**src/rtl/uart_pkg.sv**
```systemverilog
// uart_pkg: shared state encoding and timing helpers
// for the UART transmitter and its receiver companion.
package uart_pkg;

    localparam int UART_DATA_BITS = 8;

    typedef logic [2:0] state_t;

    localparam state_t S_IDLE      = 3'd0;
    localparam state_t S_START     = 3'd1;
    localparam state_t S_SEND_BYTE = 3'd2;
    localparam state_t S_STOP      = 3'd3;
    localparam state_t S_PARITY    = 3'd4;

    function automatic int calc_cycle(input int clk_fre, input int baud);
        return clk_fre / baud;
    endfunction

endpackage

```
**src/rtl/uart_tx_if.sv**
```systemverilog
// uart_tx_if: valid/ready byte handshake between upstream
// logic (master) and the UART transmitter (slave).
interface uart_tx_if;
    import uart_pkg::*;

    logic [UART_DATA_BITS-1:0] tx_data;
    logic                      tx_data_valid;
    logic                      tx_data_ready;

    modport master (
        output tx_data,
        output tx_data_valid,
        input  tx_data_ready
    );

    modport slave (
        input  tx_data,
        input  tx_data_valid,
        output tx_data_ready
    );

endinterface

```
**src/rtl/uart_baud_cnt.sv**
```systemverilog
// uart_baud_cnt: per-bit cycle counter, 0..CYCLE-1 with a
// tick on the last cycle; shared by the UART TX and RX.
module uart_baud_cnt #(
    parameter int CYCLE = 10
) (
    input  logic        clk,
    input  logic        rst,
    input  logic        clear_i,
    output logic [15:0] cnt_o,
    output logic        tick_o
);

    localparam logic [15:0] LAST = 16'(CYCLE - 1);

    logic [15:0] cnt_q, cnt_d;

    assign tick_o = (cnt_q == LAST);
    assign cnt_o  = cnt_q;

    always_comb begin
        cnt_d = cnt_q + 16'd1;
        if (clear_i || tick_o) begin
            cnt_d = '0;
        end
    end

    always_ff @(posedge clk) begin
        if (rst) begin
            cnt_q <= '0;
        end else begin
            cnt_q <= cnt_d;
        end
    end

endmodule

```
**src/rtl/uart_tx.sv**
```systemverilog
// uart_tx: 8N1/8N2 serial transmitter, LSB first.
// Define UART_TX_PARITY_EN to insert an even-parity bit.
module uart_tx
    import uart_pkg::*;
#(
    parameter int CLK_FRE   = 50_000_000,
    parameter int BAUD_RATE = 57600,
    parameter int STOP_BITS = 1
) (
    input  logic     clk,
    input  logic     rst,
    uart_tx_if.slave tx,
    output logic     tx_pin,
    output logic     tx_busy
);

    localparam int         CYCLE    = calc_cycle(CLK_FRE, BAUD_RATE);
    localparam logic [2:0] LAST_BIT = 3'(UART_DATA_BITS - 1);

    if (CYCLE < 2 || CYCLE > 65535) begin : g_bad_cycle
        $error("uart_tx: CLK_FRE/BAUD_RATE must be within 2..65535");
    end
    if (STOP_BITS != 1 && STOP_BITS != 2) begin : g_bad_stop
        $error("uart_tx: STOP_BITS must be 1 or 2");
    end

    state_t                    state_q, state_d;
    logic [UART_DATA_BITS-1:0] bits_q, bits_d;
    logic [2:0]                bit_cnt_q, bit_cnt_d;
    logic                      stop_cnt_q, stop_cnt_d;
    logic                      pin_q, pin_d;
    logic                      tick;
    logic                      accept;
    logic                      stop_done;
    logic [15:0]               cnt;
    logic                      unused_cnt;

    assign tx.tx_data_ready = (state_q == S_IDLE);
    assign accept    = tx.tx_data_valid && tx.tx_data_ready;
    assign stop_done = tick && (int'(stop_cnt_q) == STOP_BITS - 1);
    assign unused_cnt = ^cnt;

    // Restarting the bit timer on every state change keeps each
    // cell exactly CYCLE clocks regardless of idle history.
    uart_baud_cnt #(
        .CYCLE(CYCLE)
    ) u_baud (
        .clk    (clk),
        .rst    (rst),
        .clear_i(state_d != state_q),
        .cnt_o  (cnt),
        .tick_o (tick)
    );

    always_comb begin
        state_d = state_q;
        unique case (state_q)
            S_IDLE:      if (accept) state_d = S_START;
            S_START:     if (tick) state_d = S_SEND_BYTE;
            S_SEND_BYTE: if (tick && bit_cnt_q == LAST_BIT)
`ifdef UART_TX_PARITY_EN
                             state_d = S_PARITY;
            S_PARITY:    if (tick) state_d = S_STOP;
`else
                             state_d = S_STOP;
`endif
            S_STOP:      if (stop_done) state_d = S_IDLE;
            default:     state_d = S_IDLE;
        endcase
    end

    always_comb begin
        bits_d     = accept ? tx.tx_data : bits_q;
        bit_cnt_d  = '0;
        stop_cnt_d = 1'b0;
        if (state_q == S_SEND_BYTE) begin
            bit_cnt_d = tick ? bit_cnt_q + 3'd1 : bit_cnt_q;
        end
        if (state_q == S_STOP) begin
            stop_cnt_d = tick ? ~stop_cnt_q : stop_cnt_q;
        end
        pin_d = 1'b1;
        unique case (state_q)
            S_START:     pin_d = 1'b0;
            S_SEND_BYTE: pin_d = bits_q[bit_cnt_q];
`ifdef UART_TX_PARITY_EN
            S_PARITY:    pin_d = ^bits_q;
`endif
            default:     pin_d = 1'b1;
        endcase
    end

    always_ff @(posedge clk) begin
        if (rst) begin
            state_q    <= S_IDLE;
            bits_q     <= '0;
            bit_cnt_q  <= '0;
            stop_cnt_q <= 1'b0;
            pin_q      <= 1'b1;
        end else begin
            state_q    <= state_d;
            bits_q     <= bits_d;
            bit_cnt_q  <= bit_cnt_d;
            stop_cnt_q <= stop_cnt_d;
            pin_q      <= pin_d;
        end
    end

    assign tx_pin  = pin_q;
    assign tx_busy = (state_q != S_IDLE);

endmodule

```
**src/flat_wrapper.sv**
```systemverilog
// flat-port wrapper written by rule: the top's interface ports become plain ports
module uart_tx_flat import uart_pkg::*;
#(
    parameter int CLK_FRE   = 50_000_000,
    parameter int BAUD_RATE = 57600,
    parameter int STOP_BITS = 1
)
  (clk, rst, tx_pin, tx_busy, tx_tx_data, tx_tx_data_valid, tx_tx_data_ready);
  uart_tx_if tx_i ();
  input  logic clk;
  input  logic rst;
  output logic tx_pin;
  output logic tx_busy;
  input wire logic [$bits(tx_i.tx_data)-1:0] tx_tx_data;
  input wire logic [$bits(tx_i.tx_data_valid)-1:0] tx_tx_data_valid;
  output wire logic [$bits(tx_i.tx_data_ready)-1:0] tx_tx_data_ready;
  assign tx_i.tx_data = tx_tx_data;
  assign tx_i.tx_data_valid = tx_tx_data_valid;
  assign tx_tx_data_ready = tx_i.tx_data_ready;
  uart_tx #(.CLK_FRE(CLK_FRE), .BAUD_RATE(BAUD_RATE), .STOP_BITS(STOP_BITS)) u_core (.clk(clk), .rst(rst), .tx(tx_i), .tx_pin(tx_pin), .tx_busy(tx_busy));
endmodule
```
**config.mk**
```make
export PLATFORM = sky130hd
export DESIGN_NAME = uart_tx_flat
export DESIGN_NICKNAME = d
export VERILOG_FILES = /design/src/rtl/uart_pkg.sv /design/src/rtl/uart_tx_if.sv /design/src/rtl/uart_baud_cnt.sv /design/src/rtl/uart_tx.sv /design/src/flat_wrapper.sv
export SDC_FILE = /design/constraint.sdc
export NUM_CORES = 1
export LEC_CHECK = 0
export ABC_AREA = 1
export CAP_MARGIN = 20
export CORE_ASPECT_RATIO = 1.1
export CORE_MARGIN = 2
export CORE_UTILIZATION = 56
export CTS_CLUSTER_SIZE = 20
export DETAILED_ROUTE_END_ITERATION = 10
export PLACE_DENSITY_LB_ADDON = 0.2
export REMOVE_ABC_BUFFERS = 1
export SYNTH_ARGS = -nofsm -noshare
export SYNTH_HDL_FRONTEND = slang
export SYNTH_SLANG_ARGS = --single-unit
```
**constraint.sdc**
```tcl
create_clock -name clk -period 2.35 [get_ports clk]
set_clock_uncertainty 0.05 [all_clocks]
set_input_delay 0.5875 -clock clk [delete_from_list [all_inputs] [get_ports clk]]
set_output_delay 0.5875 -clock clk [all_outputs]
set_load 0.005 [all_outputs]
```
## Word level (Yosys, flattened, before mapping)

Index checks and enable logic that the tools add are counted.

- Order comparisons: 1
- Reductions and logical operators: 9
- Equality and inequality tests: 6
- Add/subtract/negate cells: 2
- Bitwise gates (word level): 4
- Multiplexer cells: 8

Operators with widths:

| cell | count |
|---|---|
| adder 16 x 1 -> 16 bit (second input constant) | 1 |
| == test 16 x 10 -> 1 bit (second input constant) | 1 |
| two-way mux 3 bit | 4 |
| case mux 3 bit (4 select lines) | 1 |
| == test 3 x 2 -> 1 bit (second input constant) | 2 |
| OR reduction 2 bit | 3 |
| < comparator 3 x 4 -> 1 bit (second input constant) | 1 |
| NOT 1 bit | 4 |
| adder 3 x 1 -> 3 bit (second input constant) | 1 |
| binary-select mux 1 bit (select 3 bit) | 1 |
| == test 3 x 1 -> 1 bit (second input constant) | 1 |
| == test 3 bit (second input constant) | 1 |
| logical AND 1 bit | 3 |
| zero test 3 bit | 1 |
| != test 3 bit | 1 |
| nonzero test 3 bit | 1 |
| case mux 1 bit (2 select lines) | 1 |
| logical OR 1 bit | 1 |
| two-way mux 1 bit | 1 |

- Register bits after elaboration: 32
- Logic and storage cells: 36
- Bits of input ports: 11
- Output and inout bits: 3

## Longest topological paths before layout

Gate-level depths: netlist (run 1).

- Depth in word-level cells: 7
- Mapped depth: 13

## By module

Synthesis (run 1) repeated with hierarchy kept, for this count alone.

- Cell total of the unflattened synthesis: 238
- Area total of the unflattened synthesis: 1672.9 µm²

Modules (own cells, without submodules):

| module | cells an instance | instances | seq. area each (µm²) | area an instance (µm²) |
|---|---|---|---|---|
| uart_baud_cnt | 125 | 1 | 320.3 | 879.6 |
| uart_tx | 113 | 1 | 320.3 | 793.3 |

## Worst setup path before layout (run 1)

No wires, ideal clock.

- Kind: reg2reg
- From: register u_core.u_baud.cnt_q[0], in the netlist u_core.u_baud.cnt_o[0]
- To: register u_core.u_baud.cnt_q[10], in the netlist u_core.u_baud.cnt_o[10]
- Buffers on the path: 1
- Stages on the path, launching flop included: 14
- Clock period less this slack: 1641 ps
- Library setup time: 116 ps
- Slack: 709 ps
- Arrival: 1475 ps
- Cells stage by stage: dfxtp_1 -> ha_1 -> inv_1 -> nor2_1 -> nand2_1 -> nor2_4 -> nand2_2 -> nand2_1 -> nand2_2 -> nand3_2 -> nand2_2 -> nand3_4 -> buf_6 -> nor2_2

- Cells in the longest elaborated chain, start to end: 7

Ends and longest elaborated chain:

| item | line | text |
|---|---|---|
| start: declaration | uart_baud_cnt.sv:15 | `logic [15:0] cnt_q, cnt_d;` |
| start signal: assignment | uart_baud_cnt.sv:31 | `cnt_q <= cnt_d;` |
| == test 16 x 10 -> 1 bit | uart_baud_cnt.sv:17 | `assign tick_o = (cnt_q == LAST);` |
| logical AND 1 bit, on equally long branches | uart_tx.sv:40, uart_tx.sv:60 |  |
| two-way mux 3 bit, on equally long branches | uart_tx.sv:67, uart_tx.sv:60 |  |
| case mux 3 bit (4 select lines) | uart_tx.sv:57 | `unique case (state_q)` |
| != test 3 bit | uart_tx.sv:50 | `.clear_i(state_d != state_q),` |
| logical OR 1 bit | uart_baud_cnt.sv:22 | `if (clear_i \|\| tick_o) begin` |
| OR reduction 2 bit (no line) | - |  |

Several ways; a longest one is shown, not always the timed one.
A chain may end at the register's enable or synchronous reset.

## Final worst setup path (run 1)

- From: register u_core.state_q[0]
- To: output port tx_tx_data_ready

- Cells in the longest elaborated chain, start to end: 1

Ends and longest elaborated chain:

| item | line | text |
|---|---|---|
| start: declaration | uart_tx.sv:27 | `state_t state_q, state_d;` |
| start signal: assignment | uart_tx.sv:101 | `state_q <= state_d;` |
| zero test 3 bit | uart_tx.sv:38 | `assign tx.tx_data_ready = (state_q == S_IDLE);` |
| end: declaration | flat_wrapper.sv:16 | `output wire logic [$bits(tx_i.tx_data_ready)-1:0] tx_tx_data_ready;` |

Every way passes these cells.

==> results.cfg, run 1 <==
[status]
status = finished, final reports clean

[synth]
synth_edf_count = 0
synth_seq_cells = 32
synth_async_sr_flop_share_pct = 0
ys_top_cells_by_area = dfxtp_1 (42%), inv_1 (7.1%), nand2_1 (6.6%), xor2_1 (5.7%), nor2_2 (4.9%)
synth_area_per_cell_sq_um = 7.82
synth_ff_type = dfxtp_1
syn_inst = 197
synth-warning-count = 0
synth_top_cell_by_area = dfxtp_1
synth-seq-area-share_pct = 41.6
netlist_area_sq_mm = 0.00154
synth_top_area_share_pct = 41.6
synth_cell_types = 27

[sta]
fin_crit_ns = 2.23
hold_violations = 0
setup_slack_ns = 0.122
grt_setup_unrepaired = no
final-setup-viol-count = 0
fin_tns_setup_ns = 0
fmax_ghz = 0.449
slew_violations = 0
fin_crit_sh_pct = 94.8

[final_layout]
nets = 229
drive_gt1_share_pct = 17.1
fillerInstances = 232
synthToLayoutAreaGrowth_pct = 13.9
antennaDiodeCount = 0

[route]
drt_iter0_markers = 37
avgRoutedWirePerCell_um = 11.9
wl_met2_mm = 1.57
drtPass1Iterations = 4
num_vias = 1260
met3_length_um = 117
drcViolationCount = 0
avgViaCountPerCell = 5.10
wirelength_met1_mm = 1.17
dr.max_layer_used = met4
ant_nets = 0
wl_mm = 2.93

[global_routing]
grt_pass1_vias = 1249
antenna_found_initial = 0
grt_use_total_pct = 21.9
grt_overflow_total = 0
grt_pass1_wl_mm = 5.00
grt_max_degree = 17

[clock_network]
clock_latency_ns = 0.34
htree_levels = 2
numClockSinks = 32
ctsHoldBuffers = 0
cts-buffers-inserted = 5
clockRootBuffer = clkbuf_4
cts_max_path_buffers = 2
cts-resized-gates = 0
clkTransAtPathRegs_ns = 0.10
post_cts_buffers = 0
cts_tree = done

[setup_path]
crit_path_end = tx_tx_data_ready
r2r-end = u_core.u_baud.cnt_o[5]$_SDFF_PP0_
critPathBufInv = 3
cp.required_ns = 1.71
path_class = reg2out
crit_slowest_cell = clkdlybuf4s50_1
path_cells = inv_1, nand2_1, inv_2, clkdlybuf4s50_1
worstPathMaxFanout = 6
rr_worst_depth = 11
ff2ff_setup_slack_ns = 0.50
worst_setup_path_start_kind = flip-flop
max_stage_delay_ns = 0.51
crit_arrival_ns = 1.59
cp-end-kind = output port
cp-startpoint = u_core.state_q[0]$_SDFF_PP0_
path_depth = 4
cp_top_family = buffers and inverters
r2r-start = u_core.u_baud.cnt_o[0]$_SDFF_PP0_

[placed_design]
numPortBuffers = 13
pre_cts_ws_ns = 0.295
gp_congestion = 0.879
dp.final_hpwl_mm = 2.12

[die]
initial_core_util_pct = 60.0
die_w_um = 54.0
coreArea_sq_mm = 0.00257
row_count = 19
chipHeight_um = 59.0
ios = 14
dieArea_sq_mm = 0.00319

[pwr]
p_per_area_mw_per_mm2 = 553
ir_drop_v = 0.000470
p_leak_nw = 0.661

[min_path]
hold_class = reg2reg

[flow_run]
cap_viol_max_count = 0
==> cells in the mapped netlist (2+ instances only) <==
cell type,count
dfxtp_1,32
inv_1,29
nand2_1,27
nor2_1,18
a21oi_1,14
nand3_1,12
nor2_2,12
o21ai_0,11
xor2_1,10
nand2_2,7
xnor2_1,4
ha_1,3
nor3_1,3
nand3_2,2
==> cells by family after synthesis <==
kind of cell	count (synthesis)	share of synthesized area (%)
AO/OA/AOI/OAI	27	9.01
AND/OR/NAND/NOR	88	30.4
flip-flops	32	41.6
other	1	0.243
adder cells (fa/ha/maj)	3	2.44
buffers and inverters	32	8.36
XOR/XNOR	14	7.95
==> final cells by class <==
cell class / instances / area (sq um) / share of cell area (%)
multi-input combinational: 133 / 772 / 44.0
sequential: 32 / 641 / 36.5
timing repair buffer: 13 / 130 / 7.41
inverter: 30 / 113 / 6.41
clock buffer: 6 / 51.3 / 2.92
tap: 31 / 38.8 / 2.21
clock inverter: 2 / 10.0 / 0.570
==> state kept, by name, summed over array words and instances, names as in the netlist <==
register             flops
u_core.bit_cnt_q         3
u_core.bits_q            8
u_core.state_q           3
u_core.stop_cnt_q        1
u_core.tx_pin            1
u_core.u_baud.cnt_o     16
==> through the flow <==
step	power, mW	instance area, sq um	std cells	hold WS [ns]	util, %
4_1_cts	0.986	1760	247	0.414	68.4
3_3_place_gp	0.645	1690	239	0.386	66.0
2_1_floorplan	0.612	1530	195	0.378	-
3_5_place_dp	0.647	1690	239	0.399	66.0
6_report	0.971	1760	247	0.413	68.4
5_1_grt	1.01	1760	247	0.439	68.4
==> layout by cell type, fill, tap and decap left out, drive strengths merged <==
master          n
a21oi          14
a31oi           1
clkbuf          6
clkdlybuf4s50  13
clkinv          2
conb            1
dfxtp          32
ha              3
inv            30
nand2          34
nand3          15
nand4           2
nor2           31
nor3            5
nor3b           1
o211ai          1
o21ai          11
xnor2           4
xor2           10
==> metal layers <==
layer	vias up	GRT usage (%)
met5	-	0
met4	0	11.8
met3	9	8.33
met2	24	36.8
met1	571	23.3
li1	656	-
==> where the power goes <==
group / switching (mW) / internal, mW
registers: 0.00754 / 0.554
logic: 0.0385 / 0.0338
clock network: 0.194 / 0.142
==> worst min-delay path by stage <==
| stage | startpoint | to | slack (ns) | cells past startpoint |
|---|---|---|---|---|
| 3_5_place_dp | u_core.bits_q[2]$_SDFFE_PP0P_ | u_core.bits_q[2]$_SDFFE_PP0P_ | 0.40 | 2 |
| 6_report | u_core.u_baud.cnt_o[0]$_SDFF_PP0_ | u_core.u_baud.cnt_o[0]$_SDFF_PP0_ | 0.41 | 1 |
| 2_1_floorplan | u_core.u_baud.cnt_o[0]$_SDFF_PP0_ | u_core.u_baud.cnt_o[0]$_SDFF_PP0_ | 0.38 | 1 |
| 3_3_place_gp | u_core.u_baud.cnt_o[0]$_SDFF_PP0_ | u_core.u_baud.cnt_o[0]$_SDFF_PP0_ | 0.39 | 1 |
| 5_1_grt | u_core.bits_q[7]$_SDFFE_PP0P_ | u_core.bits_q[7]$_SDFFE_PP0P_ | 0.44 | 2 |
| 4_1_cts | u_core.bits_q[2]$_SDFFE_PP0P_ | u_core.bits_q[2]$_SDFFE_PP0P_ | 0.41 | 2 |
No activity file was read; power rests on OpenSTA's default activity.
==> run 2: changes to the inputs <==
- CORE_UTILIZATION: 56 -> 59
- CTS_BUF_LIST: unset -> sky130_fd_sc_hd__clkbuf_2 sky130_fd_sc_hd__clkbuf_4 sky130_fd_sc_hd__clkbuf_8
==> run 2 against run 1 <==
Global-route usage is 2.5 points higher. Clock-buffer cell count is 2 higher. Die area is 4.7% lower. Core utilization is 2.2 points higher. Total power is 1.6% higher. Sequential cell count stayed put. Combinational power is 2% higher. Cell count stayed put. Via count is 1.2% higher. Routed wire length is 2.2% higher. Largest power group unchanged.
==> results.cfg, run 2 (synthesized netlist as in run 1, its figures left out) <==
[global_routing]
grt_pass1_vias = 1272
grt_use_total_pct = 24.4
grt_use_met1_pct = 26.1
grt_use_met2_pct = 42.0
antenna_found_initial = 0
grt_overflow_total = 0
grt_pass1_wl_mm = 5.37
use_met3_pct = 5.41
top_usage_layer = met2
grt_max_degree = 17

[pwr]
total_power_mw = 0.987
p_leak_nw = 0.662
p_per_area_mw_per_mm2 = 561
ir_drop_v = 0.000412

[sta]
fin_tns_setup_ns = 0
final-setup-viol-count = 0
fmax_ghz = 0.447
slew_violations = 0
fin_crit_ns = 2.24
hold_violations = 0
setup_slack_ns = 0.112
fin_crit_sh_pct = 95.3
whs_ns = 0.407
grt_setup_unrepaired = no

[clock_network]
clock_latency_ns = 0.33
clkTransAtPathRegs_ns = 0.09
post_cts_buffers = 0
cts_tree = done
htree_levels = 2
numClockSinks = 32
cts-buffers-inserted = 5
clockRootBuffer = clkbuf_4
cts_max_path_buffers = 2
ctsHoldBuffers = 0

[setup_path]
worstPathMaxFanout = 6
worst_setup_path_start_kind = flip-flop
cp.required_ns = 1.71
cp-end-kind = output port
ff2ff_setup_slack_ns = 0.52
crit_arrival_ns = 1.60
path_class = reg2out

[final_layout]
final_common_cell = dfxtp_1
finalNonFillerCells = 247
antennaDiodeCount = 0
nets = 229
drive_gt1_share_pct = 17.1
fin_util_pct = 70.5
design_area_sq_mm = 0.00176
final_cell_mix = dfxtp_1 (32), inv_1 (28), nand2_1 (27)
largest_register_ffs = 16
synthToLayoutAreaGrowth_pct = 14.2

[route]
avgViaCountPerCell = 5.16
drt_iter0_markers = 36
num_vias = 1275
drcViolationCount = 0
wl_mm = 2.99
ant_nets = 0
drtPass1Iterations = 4
avgRoutedWirePerCell_um = 12.1

[min_path]
hold_class = reg2reg

[die]
die_w_um = 52.7
row_count = 19
initial_core_util_pct = 61.8
coreArea_sq_mm = 0.00250
chipHeight_um = 57.6
dieArea_sq_mm = 0.00304
ios = 14

[flow_run]
cap_viol_max_count = 0

[placed_design]
dpl.cell_count = 239
dp.final_hpwl_mm = 2.14
gp_congestion = 0.885
numPortBuffers = 13
pre_cts_ws_ns = 0.287
placed_area_sq_mm = 0.00169

[status]
status = finished, final reports clean
[run 2: changes by cell type in the layout (fill, tap and decap cells not counted)]
cell / before / now
clkbuf_4: 5 / 7
clkinv_2: 2 / 0
[run 2: final cells by class]
class | count | area (sq um)
multi-input combinational | 133 | 772
fill | 201 | 736
sequential | 32 | 641
timing repair buffer | 13 | 130
inverter | 30 | 113
clock buffer | 8 | 66.3
tap | 31 | 38.8
[run 2: path summary, 6_finish.rpt]
check / start / end / depth (start not counted)
max reg2reg: u_core.u_baud.cnt_o[0]$_SDFF_PP0_ / u_core.u_baud.cnt_o[5]$_SDFF_PP0_ / 11
max: u_core.state_q[0]$_SDFF_PP0_ / tx_tx_data_ready / 4
min reg2reg: u_core.bits_q[7]$_SDFFE_PP0P_ / u_core.bits_q[7]$_SDFFE_PP0P_ / 2
min: u_core.bits_q[7]$_SDFFE_PP0P_ / u_core.bits_q[7]$_SDFFE_PP0P_ / 2
[run 2: routing by layer]
layer	up-vias	share of wire [%]	routed length [um]
met5	-	0	0
met4	0	3.5	106
met3	10	3.5	106
met2	32	54	1600
met1	581	39	1170
li1	652	-	-
[run 2: timing repair]
item,CTS,global route
endpoints found under the setup margin,0,1
endpoints found under the hold margin,0,0
resized for setup,0,1
[run 2: critical path: stages (launching register included)]
cell	delay (ns)
dfxtp_1	0.38
inv_1	0.13
nand2_1	0.13
inv_2	0.12
clkdlybuf4s50_1	0.51
[run 2: power by group]
group	internal, mW	total (mW)	switching (mW)	leakage (nW)
clock network	0.171	0.352	0.181	0.0394
registers	0.554	0.561	0.00730	0.260
logic	0.0338	0.0738	0.0400	0.363
==> run 3: changes to the inputs <==
- ABC_CLOCK_PERIOD_IN_PS: unset -> 2350
- PLACE_DENSITY: unset -> 0.82
- PLACE_DENSITY_LB_ADDON: 0.2 -> unset
==> run 3 against run 2 <==
Critical path depth unchanged. Fmax up 1.3%. Total power up 0.25%. Register-to-register slack worse by 0.02 ns. Non-clock buffer count unchanged.
==> results.cfg, run 3 (synthesized netlist as in run 1, its figures left out) <==
[clock_network]
cts-buffers-inserted = 5
clock_latency_ns = 0.34
clkTransAtPathRegs_ns = 0.09
htree_levels = 2
numClockSinks = 32
cts_tree = done
clockRootBuffer = clkbuf_4
cts_max_path_buffers = 2

[route]
avgViaCountPerCell = 5.19
num_vias = 1276
drcViolationCount = 0
avgRoutedWirePerCell_um = 11.8
wl_mm = 2.91
ant_nets = 0
drtPass1Iterations = 4
drt_iter0_markers = 33

[global_routing]
grt_use_total_pct = 23.3
antenna_found_initial = 0
grt_max_degree = 17
grt_pass1_wl_mm = 5.06
grt_overflow_total = 0
grt_pass1_vias = 1247

[final_layout]
fin_util_pct = 70.5
nets = 229
final_cell_mix = dfxtp_1 (32), inv_1 (28), nand2_1 (27)
final_common_cell = dfxtp_1
largest_register_ffs = 16
drive_gt1_share_pct = 16.7
synthToLayoutAreaGrowth_pct = 14.1
antennaDiodeCount = 0
fillerInstances = 204

[pwr]
ir_drop_v = 0.000560
p_per_area_mw_per_mm2 = 562
p_leak_nw = 0.660
total_power_mw = 0.989

[min_path]
hold_class = reg2reg
holdPathEnd = u_core.u_baud.cnt_o[0]$_SDFF_PP0_
worstHoldStart = u_core.u_baud.cnt_o[0]$_SDFF_PP0_
whs_path_depth = 1

[setup_path]
r2r-end = u_core.u_baud.cnt_o[3]$_SDFF_PP0_
worstPathMaxFanout = 6
r2r-start = u_core.u_baud.cnt_o[0]$_SDFF_PP0_
ff2ff_setup_slack_ns = 0.50
path_class = reg2out
crit_arrival_ns = 1.57
worst_setup_path_start_kind = flip-flop
cp-startpoint = u_core.state_q[2]$_SDFF_PP0_
cp-end-kind = output port
cp.required_ns = 1.71
rr_worst_depth = 11

[sta]
whs_ns = 0.412
hold_violations = 0
fin_crit_ns = 2.21
slew_violations = 0
fin_crit_sh_pct = 94.0
fmax_ghz = 0.453
grt_setup_unrepaired = no
fin_tns_setup_ns = 0
final-setup-viol-count = 0

[placed_design]
numPortBuffers = 13
dp.final_hpwl_mm = 2.17
gp_congestion = 0.844

[die]
dieArea_sq_mm = 0.00304
ios = 14
coreArea_sq_mm = 0.00250
row_count = 19
chipHeight_um = 57.6
initial_core_util_pct = 61.8
die_w_um = 52.7

[status]
status = finished, final reports clean

[flow_run]
cap_viol_max_count = 0
## run 3: cell types whose count changed in the layout (fill, tap and decap cells not counted)
cell      before  now
clkbuf_4       7    5
clkbuf_8       1    2
## run 3: final cells by class
cell class	count	area (sq um)	area share (%)
clock buffer	7	65.1	3.70
timing repair buffer	13	130	7.40
inverter	30	113	6.40
multi-input combinational	133	772	43.9
sequential	32	641	36.4
tap	31	38.8	2.20
## run 3: power by group
group	internal, mW	total (mW)	switching (mW)
Sequential	0.554	0.562	0.00830
Combinational	0.0339	0.0728	0.0389
Clock	0.169	0.354	0.184
## run 3: per-layer routing
metal | wire [um] | vias to the layer above | global-route usage, %
met3 | 104 | 8 | 5.41
met2 | 1530 | 23 | 42.7
met1 | 1200 | 589 | 23.1
met4 | 75 | 0 | 14.3
met5 | 0 | - | 0
li1 | - | 656 | -
## run 3: how the worst max path moves through the flow
| stage | endpoint | cells past startpoint |
|---|---|---|
| finish | tx_tx_data_ready | 4 |
| global route | tx_tx_data_ready | 4 |
| CTS | tx_tx_data_ready | 4 |
| detailed placement | u_core.u_baud.cnt_o[3]$_SDFF_PP0_ | 6 |
| global placement | u_core.u_baud.cnt_o[6]$_SDFF_PP0_ | 6 |
| floorplan | u_core.u_baud.cnt_o[15]$_SDFF_PP0_ | 12 |
## run 3: repair_timing
| item | CTS | global route |
|---|---|---|
| resized for setup | 0 | 1 |
| buffers inserted | 0 | 0 |
| endpoints found under the setup margin | 0 | 1 |
| hold buffers | 0 | 0 |
## run 3: through the flow
stage               std cells  worst slack [ns]  cell area (sq um)
finish                    246             0.141               1760
global route              246            0.0392               1760
CTS                       246            0.0855               1760
detailed placement        239             0.276               1690
global placement          239             0.374               1690
floorplan                 195             0.763               1530
## run 3: worst max-delay path: stages (launching register included)
cell	delay, ns
dfxtp_1	0.39
nor2_2	0.14
nand2_1	0.10
inv_2	0.11
clkdlybuf4s50_1	0.51
